**config.mk**
```make
export PLATFORM = sky130hd
export DESIGN_NAME = timestamp_sync_sched
export DESIGN_NICKNAME = d
export VERILOG_FILES = /design/src/rtl/timestamp_sync_pkg.sv /design/src/rtl/timestamp_sync_sched_rr_arbiter.sv /design/src/rtl/timestamp_sync_sched.sv
export SDC_FILE = /design/constraint.sdc
export NUM_CORES = 1
export LEC_CHECK = 0
export ABC_CLOCK_PERIOD_IN_PS = 5500
export CELL_PAD_IN_SITES_DETAIL_PLACEMENT = 1
export CELL_PAD_IN_SITES_GLOBAL_PLACEMENT = 2
export CORE_MARGIN = 2
export CORE_UTILIZATION = 29
export DETAILED_ROUTE_END_ITERATION = 10
export PLACE_DENSITY = 0.9
export SYNTH_ARGS = -nofsm -noshare
export SYNTH_HDL_FRONTEND = slang
export SYNTH_SLANG_ARGS = --single-unit
```
**constraint.sdc**
```tcl
create_clock -name axis_aclk -period 5.5 [get_ports axis_aclk]
set_clock_uncertainty 0.2 [all_clocks]
set_input_delay 0.55 -clock axis_aclk [delete_from_list [all_inputs] [get_ports axis_aclk]]
set_output_delay 0.55 -clock axis_aclk [all_outputs]
set_load 0.02 [all_outputs]
```
**src/rtl/timestamp_sync_pkg.sv**
```systemverilog
// Shared types and constants for the timestamp-injection scheduler and injectors.
package timestamp_sync_pkg;

    typedef enum logic [1:0] {
        DISABLED = 2'd0,
        IDLE     = 2'd1,
        GRANT    = 2'd2,
        HOLDOFF  = 2'd3
    } sched_state_e;

    localparam int unsigned TICK_W_DEF = 64;
    localparam int unsigned SYNC_W_DEF = 32;

    localparam logic [31:0] EMPTY_TIMESTAMP = 32'hDEADBEEF;

endpackage

```
**src/rtl/timestamp_sync_sched_rr_arbiter.sv**
```systemverilog
// N-way round-robin pick: first set request at or after the pointer, cyclic.
module rr_arbiter #(
    parameter int unsigned N     = 4,
    parameter int unsigned IDX_W = 2
) (
    input  logic [N-1:0]     req_i,
    input  logic [IDX_W-1:0] ptr_i,
    output logic [N-1:0]     grant_o,
    output logic [IDX_W-1:0] idx_o,
    output logic             valid_o
);

    int unsigned j;

    always_comb begin
        grant_o = '0;
        idx_o   = '0;
        valid_o = 1'b0;
        j       = 0;
        for (int unsigned i = 0; i < N; i++) begin
            j = (int'(ptr_i) + i) % N;
            if (!valid_o && req_i[j]) begin
                valid_o    = 1'b1;
                grant_o[j] = 1'b1;
                idx_o      = IDX_W'(j);
            end
        end
    end

endmodule

```
**src/rtl/timestamp_sync_sched.sv**
```systemverilog
// Central timestamp scheduler: tick/sync counters plus round-robin grant of sync requests.
// Optional statistics counters are built when TS_SCHED_STATS_EN is defined.
module timestamp_sync_sched
    import timestamp_sync_pkg::*;
#(
    parameter int unsigned NUM_AXI_STREAM = 1,
    parameter int unsigned TICK_W         = TICK_W_DEF,
    parameter int unsigned SYNC_W         = SYNC_W_DEF,
    parameter int unsigned HOLDOFF_W      = 16
) (
    input  logic                      axis_aclk,
    input  logic                      axil_aresetn,
    input  logic                      i_enable,
    input  logic [15:0]               i_tick_inc,
    input  logic                      i_tick_load,
    input  logic [TICK_W-1:0]         i_tick_load_val,
    input  logic [HOLDOFF_W-1:0]      i_holdoff,
    input  logic [NUM_AXI_STREAM-1:0] i_sync_req,
    output logic [TICK_W-1:0]         o_curr_tick,
    output logic [SYNC_W-1:0]         o_nb_sync,
    output logic [TICK_W-1:0]         o_tick_snap,
    output logic [NUM_AXI_STREAM-1:0] o_grant,
    output logic                      o_grant_valid,
    output logic [NUM_AXI_STREAM-1:0] o_pending,
`ifdef TS_SCHED_STATS_EN
    output logic [31:0]               o_merge_cnt,
    output logic [31:0]               o_grant_cnt,
`endif
    output logic                      o_busy
);

    localparam int unsigned IDX_W = (NUM_AXI_STREAM > 1) ? $clog2(NUM_AXI_STREAM) : 1;

    sched_state_e                state_q, state_d;
    logic [TICK_W-1:0]           curr_tick_q, curr_tick_d;
    logic [SYNC_W-1:0]           nb_sync_q, nb_sync_d;
    logic [TICK_W-1:0]           tick_snap_q, tick_snap_d;
    logic [NUM_AXI_STREAM-1:0]   grant_q, grant_d;
    logic                        grant_valid_q, grant_valid_d;
    logic [NUM_AXI_STREAM-1:0]   pending_q, pending_d;
    logic                        busy_q, busy_d;
    logic [IDX_W-1:0]            rr_ptr_q, rr_ptr_d;
    logic [HOLDOFF_W-1:0]        hold_cnt_q, hold_cnt_d;

    logic [NUM_AXI_STREAM-1:0]   arb_grant;
    logic [IDX_W-1:0]            arb_idx;
    logic                        arb_valid;
    logic                        take_grant;
    logic                        flush;
    logic [NUM_AXI_STREAM-1:0]   pending_set;
    logic [NUM_AXI_STREAM-1:0]   pending_clr;

    rr_arbiter #(
        .N     (NUM_AXI_STREAM),
        .IDX_W (IDX_W)
    ) u_rr_arbiter (
        .req_i   (pending_q),
        .ptr_i   (rr_ptr_q),
        .grant_o (arb_grant),
        .idx_o   (arb_idx),
        .valid_o (arb_valid)
    );

    always_comb begin
        state_d       = state_q;
        nb_sync_d     = nb_sync_q;
        tick_snap_d   = tick_snap_q;
        grant_d       = '0;
        grant_valid_d = 1'b0;
        rr_ptr_d      = rr_ptr_q;
        hold_cnt_d    = hold_cnt_q;
        take_grant    = 1'b0;
        flush         = 1'b0;
        pending_set   = (state_q != DISABLED) ? i_sync_req : '0;
        pending_clr   = '0;

        curr_tick_d = i_tick_load ? i_tick_load_val : curr_tick_q + TICK_W'(i_tick_inc);

        unique case (state_q)
            DISABLED: begin
                if (i_enable) state_d = IDLE;
            end
            IDLE: begin
                if (!i_enable) begin
                    state_d = DISABLED;
                    flush   = 1'b1;
                end else if (arb_valid) begin
                    take_grant = 1'b1;
                end
            end
            GRANT: begin
                hold_cnt_d = i_holdoff;
                state_d    = (i_holdoff != '0) ? HOLDOFF : IDLE;
            end
            HOLDOFF: begin
                // The last holdoff cycle hands straight to GRANT so spacing is holdoff+1.
                if (!i_enable) begin
                    state_d    = DISABLED;
                    flush      = 1'b1;
                    hold_cnt_d = '0;
                end else if (hold_cnt_q <= HOLDOFF_W'(1)) begin
                    hold_cnt_d = '0;
                    if (arb_valid) take_grant = 1'b1;
                    else           state_d    = IDLE;
                end else begin
                    hold_cnt_d = hold_cnt_q - HOLDOFF_W'(1);
                end
            end
            default: state_d = DISABLED;
        endcase

        if (take_grant) begin
            state_d       = GRANT;
            grant_d       = arb_grant;
            grant_valid_d = 1'b1;
            nb_sync_d     = nb_sync_q + SYNC_W'(1);
            tick_snap_d   = curr_tick_q;
            pending_clr   = arb_grant;
            rr_ptr_d      = (arb_idx == IDX_W'(NUM_AXI_STREAM - 1)) ? '0 : arb_idx + IDX_W'(1);
        end

        pending_d = flush ? '0 : ((pending_q & ~pending_clr) | pending_set);
        busy_d    = (state_d == GRANT) || (state_d == HOLDOFF);
    end

    always_ff @(posedge axis_aclk) begin
        if (!axil_aresetn) begin
            state_q       <= DISABLED;
            curr_tick_q   <= '0;
            nb_sync_q     <= '0;
            tick_snap_q   <= '0;
            grant_q       <= '0;
            grant_valid_q <= 1'b0;
            pending_q     <= '0;
            busy_q        <= 1'b0;
            rr_ptr_q      <= '0;
            hold_cnt_q    <= '0;
        end else begin
            state_q       <= state_d;
            curr_tick_q   <= curr_tick_d;
            nb_sync_q     <= nb_sync_d;
            tick_snap_q   <= tick_snap_d;
            grant_q       <= grant_d;
            grant_valid_q <= grant_valid_d;
            pending_q     <= pending_d;
            busy_q        <= busy_d;
            rr_ptr_q      <= rr_ptr_d;
            hold_cnt_q    <= hold_cnt_d;
        end
    end

    assign o_curr_tick   = curr_tick_q;
    assign o_nb_sync     = nb_sync_q;
    assign o_tick_snap   = tick_snap_q;
    assign o_grant       = grant_q;
    assign o_grant_valid = grant_valid_q;
    assign o_pending     = pending_q;
    assign o_busy        = busy_q;

`ifdef TS_SCHED_STATS_EN
    logic [31:0]               merge_cnt_q, merge_cnt_d;
    logic [31:0]               grant_cnt_q, grant_cnt_d;
    logic [NUM_AXI_STREAM-1:0] merge_hits;
    logic [31:0]               merge_pop;
    logic [32:0]               merge_sum;

    always_comb begin
        merge_hits = pending_set & pending_q;
        merge_pop  = '0;
        for (int unsigned i = 0; i < NUM_AXI_STREAM; i++) begin
            merge_pop = merge_pop + 32'(merge_hits[i]);
        end
        merge_sum   = {1'b0, merge_cnt_q} + {1'b0, merge_pop};
        merge_cnt_d = merge_sum[32] ? '1 : merge_sum[31:0];
        grant_cnt_d = grant_cnt_q;
        if (take_grant && (grant_cnt_q != '1)) grant_cnt_d = grant_cnt_q + 32'd1;
    end

    always_ff @(posedge axis_aclk) begin
        if (!axil_aresetn) begin
            merge_cnt_q <= '0;
            grant_cnt_q <= '0;
        end else begin
            merge_cnt_q <= merge_cnt_d;
            grant_cnt_q <= grant_cnt_d;
        end
    end

    assign o_merge_cnt = merge_cnt_q;
    assign o_grant_cnt = grant_cnt_q;
`endif

endmodule

```
# Word level (Yosys, flattened, before mapping)
# Index checks and enable logic that the tools add are counted.
[word_totals]
regBits = 182
input_bits = 101
[classes]
add_sub_neg = 3
magnitude_cmp = 1
eq_ne = 5
n_mux = 23
n_bitwise = 4
reduce_logical = 7
[op_table]
columns = ["cell", "n"]
rows = [
  ["$add 64x16->64", 1],
  ["$mux 64", 1],
  ["$add 32x1->32 const B", 1],
  ["$mux 16", 2],
  ["$pmux 16 s2", 1],
  ["$le 16x1->1 const B", 1],
  ["$reduce_bool 16->1", 1],
  ["$sub 16x1->16 const B", 1],
  ["$mux 2", 7],
  ["$mux 1", 10],
  ["$eq 2x2->1 const B", 4],
  ["$pmux 2 s4", 1],
  ["$reduce_bool 2->1", 2],
  ["$reduce_or 2->1", 2],
  ["$eq 2x1->1 const B", 1],
  ["$logic_not 2->1", 1],
  ["$not 1->1", 2],
  ["$pmux 1 s2", 1],
  ["$and 1x1->1", 1],
  ["$logic_or 1x1->1", 1],
  ["$or 1x1->1", 1],
]

# Longest topological paths before layout
# Gate-level depths: netlist (run 1).
[depth]
depth_word = 9
depth_mapped = 11
mapped_depth_nobuf = 10

# Cells and area by module
# A second synthesis (run 1) with hierarchy kept.
[unflattened]
cells_unflattened = 1297
area_unflattened_um2 = 9824.4
[modules_own_cells]
columns = ["module", "n_inst", "cells_each", "area_each_um2", "seq_area_each_um2"]
rows = [
  ["timestamp_sync_sched", 1, 1293, 9798.1, 3643.5],
  ["rr_arbiter", 1, 4, 26.3, 0.0],
]

# Worst setup path before layout (run 1)
# No wires, ideal clock.
[synth_path]
path_type = "input -> register"
from = "input port i_tick_inc[0]"
to = "register curr_tick_q[46], in the netlist o_curr_tick[46]"
setup_time_ps = 132
arrival_ps = 2668
required_ps = 5168
slack_ps = 2499
stages = 11
cell_sequence = "ha_1 -> inv_1 -> fa_1 -> nor2b_1 -> o2111ai_1 -> a21o_1 -> a21o_1 -> clkbuf_1 -> a2111oi_0 -> xnor2_1 -> a21oi_1"
[synth_via]
elab_chain_len = 2
[synth_lines]
columns = ["element", "line", "text"]
rows = [
  ["from (decl)", "timestamp_sync_sched.sv:14", "input logic [15:0] i_tick_inc,"],
  ["$add 64x16->64", "timestamp_sync_sched.sv:77", "curr_tick_d = i_tick_load ? i_tick_load_val : curr_tick_q + TICK_W'(i_tick_inc);"],
  ["$mux 64", "timestamp_sync_sched.sv:77", ""],
  ["to (signal assigned)", "timestamp_sync_sched.sv:140", "curr_tick_q <= curr_tick_d;"],
  ["to (decl)", "timestamp_sync_sched.sv:35", "logic [TICK_W-1:0] curr_tick_q, curr_tick_d;"],
]
# No other way between the ends.
# A chain may end at the register's enable or synchronous reset.

# Worst setup path in the final report (run 1)
[layout_path]
from = "register hold_cnt_q[4]"
to = "register tick_snap_q[24], in the netlist o_tick_snap[24]"
[layout_via]
elab_chain_len = 4
[layout_lines]
columns = ["element", "line", "text"]
rows = [
  ["from (decl)", "timestamp_sync_sched.sv:43", "logic [HOLDOFF_W-1:0] hold_cnt_q, hold_cnt_d;"],
  ["from (signal assigned)", "timestamp_sync_sched.sv:148", "hold_cnt_q <= hold_cnt_d;"],
  ["$le 16x1->1", "timestamp_sync_sched.sv:101", "end else if (hold_cnt_q <= HOLDOFF_W'(1)) begin"],
  ["$mux 1", "timestamp_sync_sched.sv:101", ""],
  ["$mux 1", "timestamp_sync_sched.sv:97", "if (!i_enable) begin"],
  ["$pmux 1 s2", "timestamp_sync_sched.sv:79", "unique case (state_q)"],
  ["to (signal assigned)", "timestamp_sync_sched.sv:142", "tick_snap_q <= tick_snap_d;"],
  ["to (decl)", "timestamp_sync_sched.sv:37", "logic [TICK_W-1:0] tick_snap_q, tick_snap_d;"],
]
# No other way between the ends.

==> results of run 1 <==
## layer usage
metal | part of all wire [%] | track usage (%) | vias to the layer above
li1 | - | - | 4521
met1 | 45 | 26.56 | 4582
met2 | 48 | 35.86 | 220
met3 | 4.9 | 5.186 | 36
met4 | 1.7 | 6.341 | 0
met5 | 0 | 0 | -
## cell type report
| cell class | count | area (µm²) | share of cell area, % |
|---|---|---|---|
| Antenna cell | 4 | 10.01 | 0.08020 |
| Clock buffer | 20 | 446.7 | 3.579 |
| Clock inverter | 12 | 120.1 | 0.9624 |
| Inverter | 25 | 96.34 | 0.7719 |
| Multi-Input combinational cell | 876 | 4956 | 39.71 |
| Sequential cell | 182 | 3643 | 29.19 |
| Tap cell | 396 | 495.5 | 3.970 |
| Timing Repair Buffer | 274 | 2713 | 21.73 |
## flip-flops by register name, summed over array words and instances, names as in the netlist
| register | flops |
|---|---|
| o_curr_tick | 64 |
| o_tick_snap | 64 |
| o_nb_sync | 32 |
| hold_cnt_q | 16 |
| state_q | 2 |
| o_busy | 1 |
| o_grant | 1 |
| o_grant_valid | 1 |
| o_pending | 1 |
## metrics by stage
step	util, %	area, µm²	hold slack [ns]	instances
finish	40.91	12480	0.2555	1789
global route	40.90	12480	0.2748	1788
CTS	40.88	12470	0.2572	1785
detailed placement	39.02	11900	0.2486	1753
global placement	39.02	11900	0.2416	1753
floorplan	-	8970	0.2349	1154
## power by group through the flow
stage | clock (µW) | combinational, µW | sequential [µW]
final | 1240 | 605 | 1440
after global routing | 1320 | 660 | 1450
after CTS | 1270 | 607 | 1440
after detailed placement | 0 | 602 | 1470
after global placement | 0 | 591 | 1470
after floorplan | 0 | 303 | 1490
## kinds of logic after synthesis
kind of cell	after synthesis	synth area share, %
AO/OA/AOI/OAI	307	20.34
buffers and inverters	96	4.199
multiplexers	6	0.6835
adder cells (fa/ha/maj)	20	2.874
flip-flops	182	40.62
XOR/XNOR	72	7.030
AND/OR/NAND/NOR	471	24.26
## Yosys cell counts (3+ instances only)
cell type  count
dfxtp_1      182
and3_1        20
and2_1         4
a21o_1         8
ha_1          19
xor2_1        23
nor2b_1        5
or2_2          5
o21ai_0       87
nand4_1       23
or3_1         16
nand3_1       40
buf_2          6
a311oi_1       3
nor2_1        78
o2111ai_1      5
a21oi_1      128
nor4_1        23
clkbuf_1      63
or4_1          6
inv_1         24
a211oi_1      20
xnor2_1       49
a32o_1         3
o211ai_1       8
a31o_2         4
a22oi_1        6
mux2i_1        5
o21a_1         3
a31oi_1        4
o2bb2ai_1      3
a2111oi_0      6
and4_1         6
nor3_1        25
nand2_1      212
## critical path: stages, from the launching register on
cell     delay, ns
dfxtp_1       0.39
or4_1         0.67
or3_4         0.41
o21ai_4       0.28
and2_2        0.84
buf_4         0.50
nand2_1       0.20
a21oi_1       0.15
## worst max-delay path by stage
stage	from	endpoint	depth (start not counted)
after floorplan	i_tick_inc[0]	o_curr_tick[46]$_SDFF_PN0_	11
after global placement	i_tick_inc[0]	o_curr_tick[16]$_SDFF_PN0_	11
after detailed placement	i_tick_inc[0]	o_curr_tick[16]$_SDFF_PN0_	11
after CTS	hold_cnt_q[4]$_SDFFE_PN0P_	o_tick_snap[24]$_SDFFE_PN0P_	7
after global routing	hold_cnt_q[4]$_SDFFE_PN0P_	o_tick_snap[24]$_SDFFE_PN0P_	7
final	hold_cnt_q[4]$_SDFFE_PN0P_	o_tick_snap[24]$_SDFFE_PN0P_	7
==> results by group, run 1 <==
Critical path
  • CP max FO: a little over 40
  • Worst Setup Start Kind: flop
  • Crit Path Class: reg2reg
  • Endpoint class of the critical path: flop
  • RR Startpoint: hold_cnt_q[4]$_SDFFE_PN0P_
  • CP required: 5.67 ns
  • WP data arrival: 3.89 ns
  • FF-to-FF path depth: 7
  • R2R setup slack: approximately 1.8 ns
  • Reg2reg end: o_tick_snap[24]$_SDFFE_PN0P_

Cells and area
  • Fill count: 3686
  • Layout area overhead: 39.14%
  • Commonest non-fill, non-tap cells in the layout: clkdlybuf4s50_1, nand2_1, dfxtp_1
  • Commonest non-fill, non-tap cell in the layout: clkdlybuf4s50_1
  • Share of cells above drive strength 1: 4.392%
  • Final net count: 1497

Timing
  • Final TNS setup: 0 ns
  • Final Max Slew Viols: 0
  • Relative max-transition margin: 23.16%
  • Period utilisation layout: 67.69%
  • Worst-Margin Slew: 1.144 ns
  • RSZ-0062 raised after global routing: no
  • Final min period: 3.723 ns
  • Fin. Hold Viols: 0
  • Fmax: 0.2686 GHz
  • Finish-stage setup viols: 0
  • Setup ws final: about 1.8 ns

Clocking
  • Clk_lat worst skew: 0.45 ns
  • PostCTS Resize Cnt: 0
  • CTS Sinks: roughly 180
  • Clock Tree Buf Depth: 2
  • CTS tree: yes
  • CTS Hold Bufs: 0
  • Root Buffer: clkbuf_16
  • H-tree Lvls: 4
  • Clock transition at the registers of the reported paths: 0.07 ns
  • CTS Buf Count: 17
  • Post-CTS setup buffers: 0

Synth
  • Net Count, Synth: between 1000 and 1500
  • Mapped Cells: 1154
  • Yosys reg bits: 182
  • Syn_area_per_cell: 7.773 µm²
  • FFs w/ async S/R, synth: 0%
  • Top_reg_cell synth: dfxtp_1
  • Synth unique cells: 59
  • Area share of the leading cell type in the synthesized netlist: 40.62%
  • Leading area contributor after synthesis: dfxtp_1
  • Synth area leaders: dfxtp_1, nand2_1, a21oi_1
  • Cell area after synthesis: 8970 µm²
  • Seq/Total Area, Yosys: 40.62%
  • Synth Warn #: 0
  • Post-synth EDFFs: 0

Die
  • # rows: 64
  • Boundary pin count: between 200 and 300
  • DIE AREA: 32350 µm²
  • Core area: 30510 µm²
  • Starting density of the core: 29.40%
  • Die extent in x: 179.9 µm
  • DIE HEIGHT: 179.9 µm

GRT
  • First-pass GRT wire length: 54770 µm
  • Largest net degree at the start of global routing: 65
  • GRT Total Usage: a little over a fifth
  • Initial antenna violation count: 4
  • Grt ovf: 0
  • Vias in the first global route: 9618

Min path
  • HP Class: reg2reg
  • HP Start: o_tick_snap[59]$_SDFFE_PN0P_
  • Hold endpoint: o_tick_snap[59]$_SDFFE_PN0P_
  • Hold-critical path depth: 2

Power and ir drop
  • PD cells: 263.3 nW/µm²
  • Peak supply drop: 0.0002022 V
  • Switching pwr: 1007 µW
  • Leak Pwr: 0.004154 µW
  • Clock power frac: a little under two fifths
  • Sequential power share: 43.9%
  • Sw Share: 30.63%
  • Total power: 3287 µW
  • Proportion of power drawn by combinational gates: 18.4%
  • Pint: 2280 µW

Drt
  • Drc violations: 0
  • Total wire length: around 35000 µm
  • Detailed Routing Iterations Pass 1: 4
  • Wirelength per Cell: ~20 µm
  • 1st-iter DRT viols: around 560
  • Antenna Violating Nets Remaining: 0
  • Routed vias/inst: 5.231
  • DR vias: ~9400

Placed design
  • Number of buffer cells added on primary ports: 264
  • Setup Slack @ Placement: 1.710 ns
  • Detail Placement HPWL: 25250 µm
  • GP Congestion: 0.8705

Run
  • Max-cap violations: 0

Run status
  • Status: complete, no violations
No activity file was read; power rests on OpenSTA's default activity.
==> run 2, diff against run 1 <==
--- a/config.mk
+++ b/config.mk
@@ -5,13 +5,13 @@
 export SDC_FILE = /design/constraint.sdc
 export NUM_CORES = 1
 export LEC_CHECK = 0
-export ABC_CLOCK_PERIOD_IN_PS = 5500
+export ABC_CLOCK_PERIOD_IN_PS = 3300
 export CELL_PAD_IN_SITES_DETAIL_PLACEMENT = 1
 export CELL_PAD_IN_SITES_GLOBAL_PLACEMENT = 2
 export CORE_MARGIN = 2
-export CORE_UTILIZATION = 29
+export CORE_UTILIZATION = 24
 export DETAILED_ROUTE_END_ITERATION = 10
-export PLACE_DENSITY = 0.9
+export PLACE_DENSITY = 0.8
 export SYNTH_ARGS = -nofsm -noshare
 export SYNTH_HDL_FRONTEND = slang
 export SYNTH_SLANG_ARGS = --single-unit
==> constraint.sdc (replaced) <==
create_clock -name axis_aclk -period 3.3 [get_ports axis_aclk]
set_clock_uncertainty 0.2 [all_clocks]
set_input_delay 0.33 -clock axis_aclk [delete_from_list [all_inputs] [get_ports axis_aclk]]
set_output_delay 0.33 -clock axis_aclk [all_outputs]
set_load 0.02 [all_outputs]
==> results by group, run 2 (synthesized netlist as in run 1, its figures left out) <==
Power and ir drop
  • Peak supply drop: 0.0003753 V (was 0.0002022 V)
  • PD cells: 441.8 nW/µm² (was 263.3 nW/µm²)
  • Leak Pwr: 0.004445 µW (was 0.004154 µW)

Drt
  • Antenna Violating Nets Remaining: 0 (unchanged)
  • Wirelength per Cell: 19.72 µm (was 19.45 µm)
  • Total wire length: 37600 µm (was 34800 µm)
  • Drc violations: 0 (unchanged)
  • Routed vias/inst: 4.996 (was 5.231)
  • 1st-iter DRT viols: 405 (was 558)
  • Detailed Routing Iterations Pass 1: 4 (unchanged)
  • DR vias: 9527 (was 9359)

Die
  • Starting density of the core: 24.44% (was 29.40%)
  • DIE AREA: 38940 µm² (was 32350 µm²)
  • DIE HEIGHT: 197.3 µm (was 179.9 µm)
  • # rows: 70 (was 64)
  • Core area: 36700 µm² (was 30510 µm²)
  • Boundary pin count: 265 (unchanged)
  • Die extent in x: 197.3 µm (was 179.9 µm)

Clocking
  • CTS Buf Count: 17 (unchanged)
  • Clock transition at the registers of the reported paths: 0.08 ns (was 0.07 ns)
  • Root Buffer: clkbuf_16 (unchanged)
  • PostCTS Resize Cnt: 0 (unchanged)
  • CTS Sinks: 182 (unchanged)
  • H-tree Lvls: 4 (unchanged)
  • Clk_lat worst skew: 0.46 ns (was 0.45 ns)
  • Post-CTS setup buffers: 0 (unchanged)
  • CTS Hold Bufs: 0 (unchanged)
  • Clock Tree Buf Depth: 2 (unchanged)
  • CTS tree: yes (unchanged)

Placed design
  • Number of buffer cells added on primary ports: 264 (unchanged)
  • GP Congestion: 0.8588 (was 0.8705)
  • Detail Placement HPWL: 27890 µm (was 25250 µm)
  • Cell Area, Placed: 12420 µm² (was 11900 µm²)

Critical path
  • Endpoint class of the critical path: flop (unchanged)
  • CP required: 3.43 ns (was 5.67 ns)
  • Crit Path Class: reg2reg (unchanged)
  • CP max FO: 7 (was 41)
  • Worst Setup Start Kind: flop (unchanged)
  • WP data arrival: 3.20 ns (was 3.89 ns)

GRT
  • Initial antenna violation count: 4 (unchanged)
  • Largest net degree at the start of global routing: 87 (was 65)
  • GRT Total Usage: 19.27% (was 21.17%)
  • First-pass GRT wire length: 57570 µm (was 54770 µm)
  • Grt ovf: 0 (unchanged)
  • Vias in the first global route: 10110 (was 9618)

Timing
  • RSZ-0062 raised after global routing: no (unchanged)
  • Relative max-transition margin: 42.35% (was 23.16%)
  • Final min period: 3.079 ns (was 3.723 ns)
  • Worst-Margin Slew: 0.8627 ns (was 1.144 ns)
  • Finish-stage setup viols: 0 (unchanged)
  • Final Max Slew Viols: 0 (unchanged)
  • Fmax: 0.3248 GHz (was 0.2686 GHz)
  • Fin. Hold Viols: 0 (unchanged)
  • Period utilisation layout: 93.30% (was 67.69%)

Run
  • Max-cap violations: 0 (unchanged)

Cells and area
  • Commonest non-fill, non-tap cell in the layout: clkdlybuf4s50_1 (unchanged)
  • Layout area overhead: 45.61% (was 39.14%)
  • Final net count: 1545 (was 1497)
  • Commonest non-fill, non-tap cells in the layout: clkdlybuf4s50_1, nand2_1, dfxtp_1 (unchanged)
  • Finished Cell Area: 13060 µm² (was 12480 µm²)
  • Share of cells above drive strength 1: 7.596% (was 4.392%)
  • Final Util: 35.59% (was 40.91%)

Run status
  • Status: complete, no violations (unchanged)

Min path
  • HP Class: in2reg (was reg2reg)
run 2: cell types whose count changed in the layout (fill, tap and decap cells not counted), moves of 2 or more:
cell / before / now
buf_4: 10 / 53
clkinv_4: 5 / 3
inv_6: 3 / 1
buf_12: 0 / 5
bufinv_16: 1 / 4
clkbuf_1: 2 / 0
run 2: routing by layer:
metal / wire length, µm / vias to the layer above / GRT usage [%]
met4: 973 / 0 / 7.101
met3: 2254 / 44 / 4.542
met1: 16100 / 4643 / 23.27
li1: - / 4612 / -
met5: 0 / - / 0
met2: 18270 / 228 / 33.20
run 2: layout make-up:
class,count,area [µm²]
antenna,4,10.01
clock buffer,19,452.9
clock inverter,11,175.2
fill,4356,23640
inverter,25,96.34
multi-input combinational,876,4962
sequential,182,3643
tap,468,585.6
timing repair buffer,322,3136
run 2: worst paths after layout:
| path | from | to | slack [ns] | cells past startpoint |
|---|---|---|---|---|
| hold / removal | axil_aresetn | o_curr_tick[11]$_SDFF_PN0_ | 0.18 | 3 |
| hold reg to reg | o_tick_snap[20]$_SDFFE_PN0P_ | o_tick_snap[20]$_SDFFE_PN0P_ | 0.25 | 2 |
| setup / recovery | o_curr_tick[0]$_SDFF_PN0_ | o_curr_tick[34]$_SDFF_PN0_ | 0.22 | 10 |
| setup reg to reg | o_curr_tick[0]$_SDFF_PN0_ | o_curr_tick[34]$_SDFF_PN0_ | 0.22 | 10 |
run 2: critical path: stages (launching register included):
cell and delay (ns):
dfxtp_1 0.36, ha_1 0.20, inv_1 0.07, fa_1 0.39, nor2b_1 0.17, o2111ai_1 0.20, a21o_1 0.25, a21o_1 0.28
a2111oi_0 0.58, xnor2_1 0.19, a21oi_1 0.08
run 2: per-stage QoR:
stage | setup WS [ns] | setup TNS (ns) | power, µW | hold slack, ns | instances
6_report | 0.2211 | 0 | 5770 | 0.1831 | 1907
5_1_grt | 0.04096 | 0 | 6053 | 0.2187 | 1907
4_1_cts | 0.2612 | 0 | 5869 | 0.1863 | 1903
3_5_place_dp | -0.1557 | -0.6853 | 3543 | 0.2458 | 1873
3_3_place_gp | -0.1037 | -0.2736 | 3525 | 0.2409 | 1873
2_1_floorplan | 0.3491 | 0 | 2990 | 0.2349 | 1154
run 2: report_power, final:
| group | internal [µW] | switching (µW) |
|---|---|---|
| registers | 2280 | 105 |
| logic | 500 | 615 |
| clock network | 1310 | 966 |
==> run 3, diff against run 2 <==
--- a/config.mk
+++ b/config.mk
@@ -6,10 +6,12 @@
 export NUM_CORES = 1
 export LEC_CHECK = 0
 export ABC_CLOCK_PERIOD_IN_PS = 3300
+export CAP_MARGIN = 20
 export CELL_PAD_IN_SITES_DETAIL_PLACEMENT = 1
 export CELL_PAD_IN_SITES_GLOBAL_PLACEMENT = 2
 export CORE_MARGIN = 2
 export CORE_UTILIZATION = 24
+export CTS_CLUSTER_DIAMETER = 150
 export DETAILED_ROUTE_END_ITERATION = 10
 export PLACE_DENSITY = 0.8
 export SYNTH_ARGS = -nofsm -noshare
==> results of run 3 <==
Same layout as run 2: the final DEF is identical, and so are final timing and power.
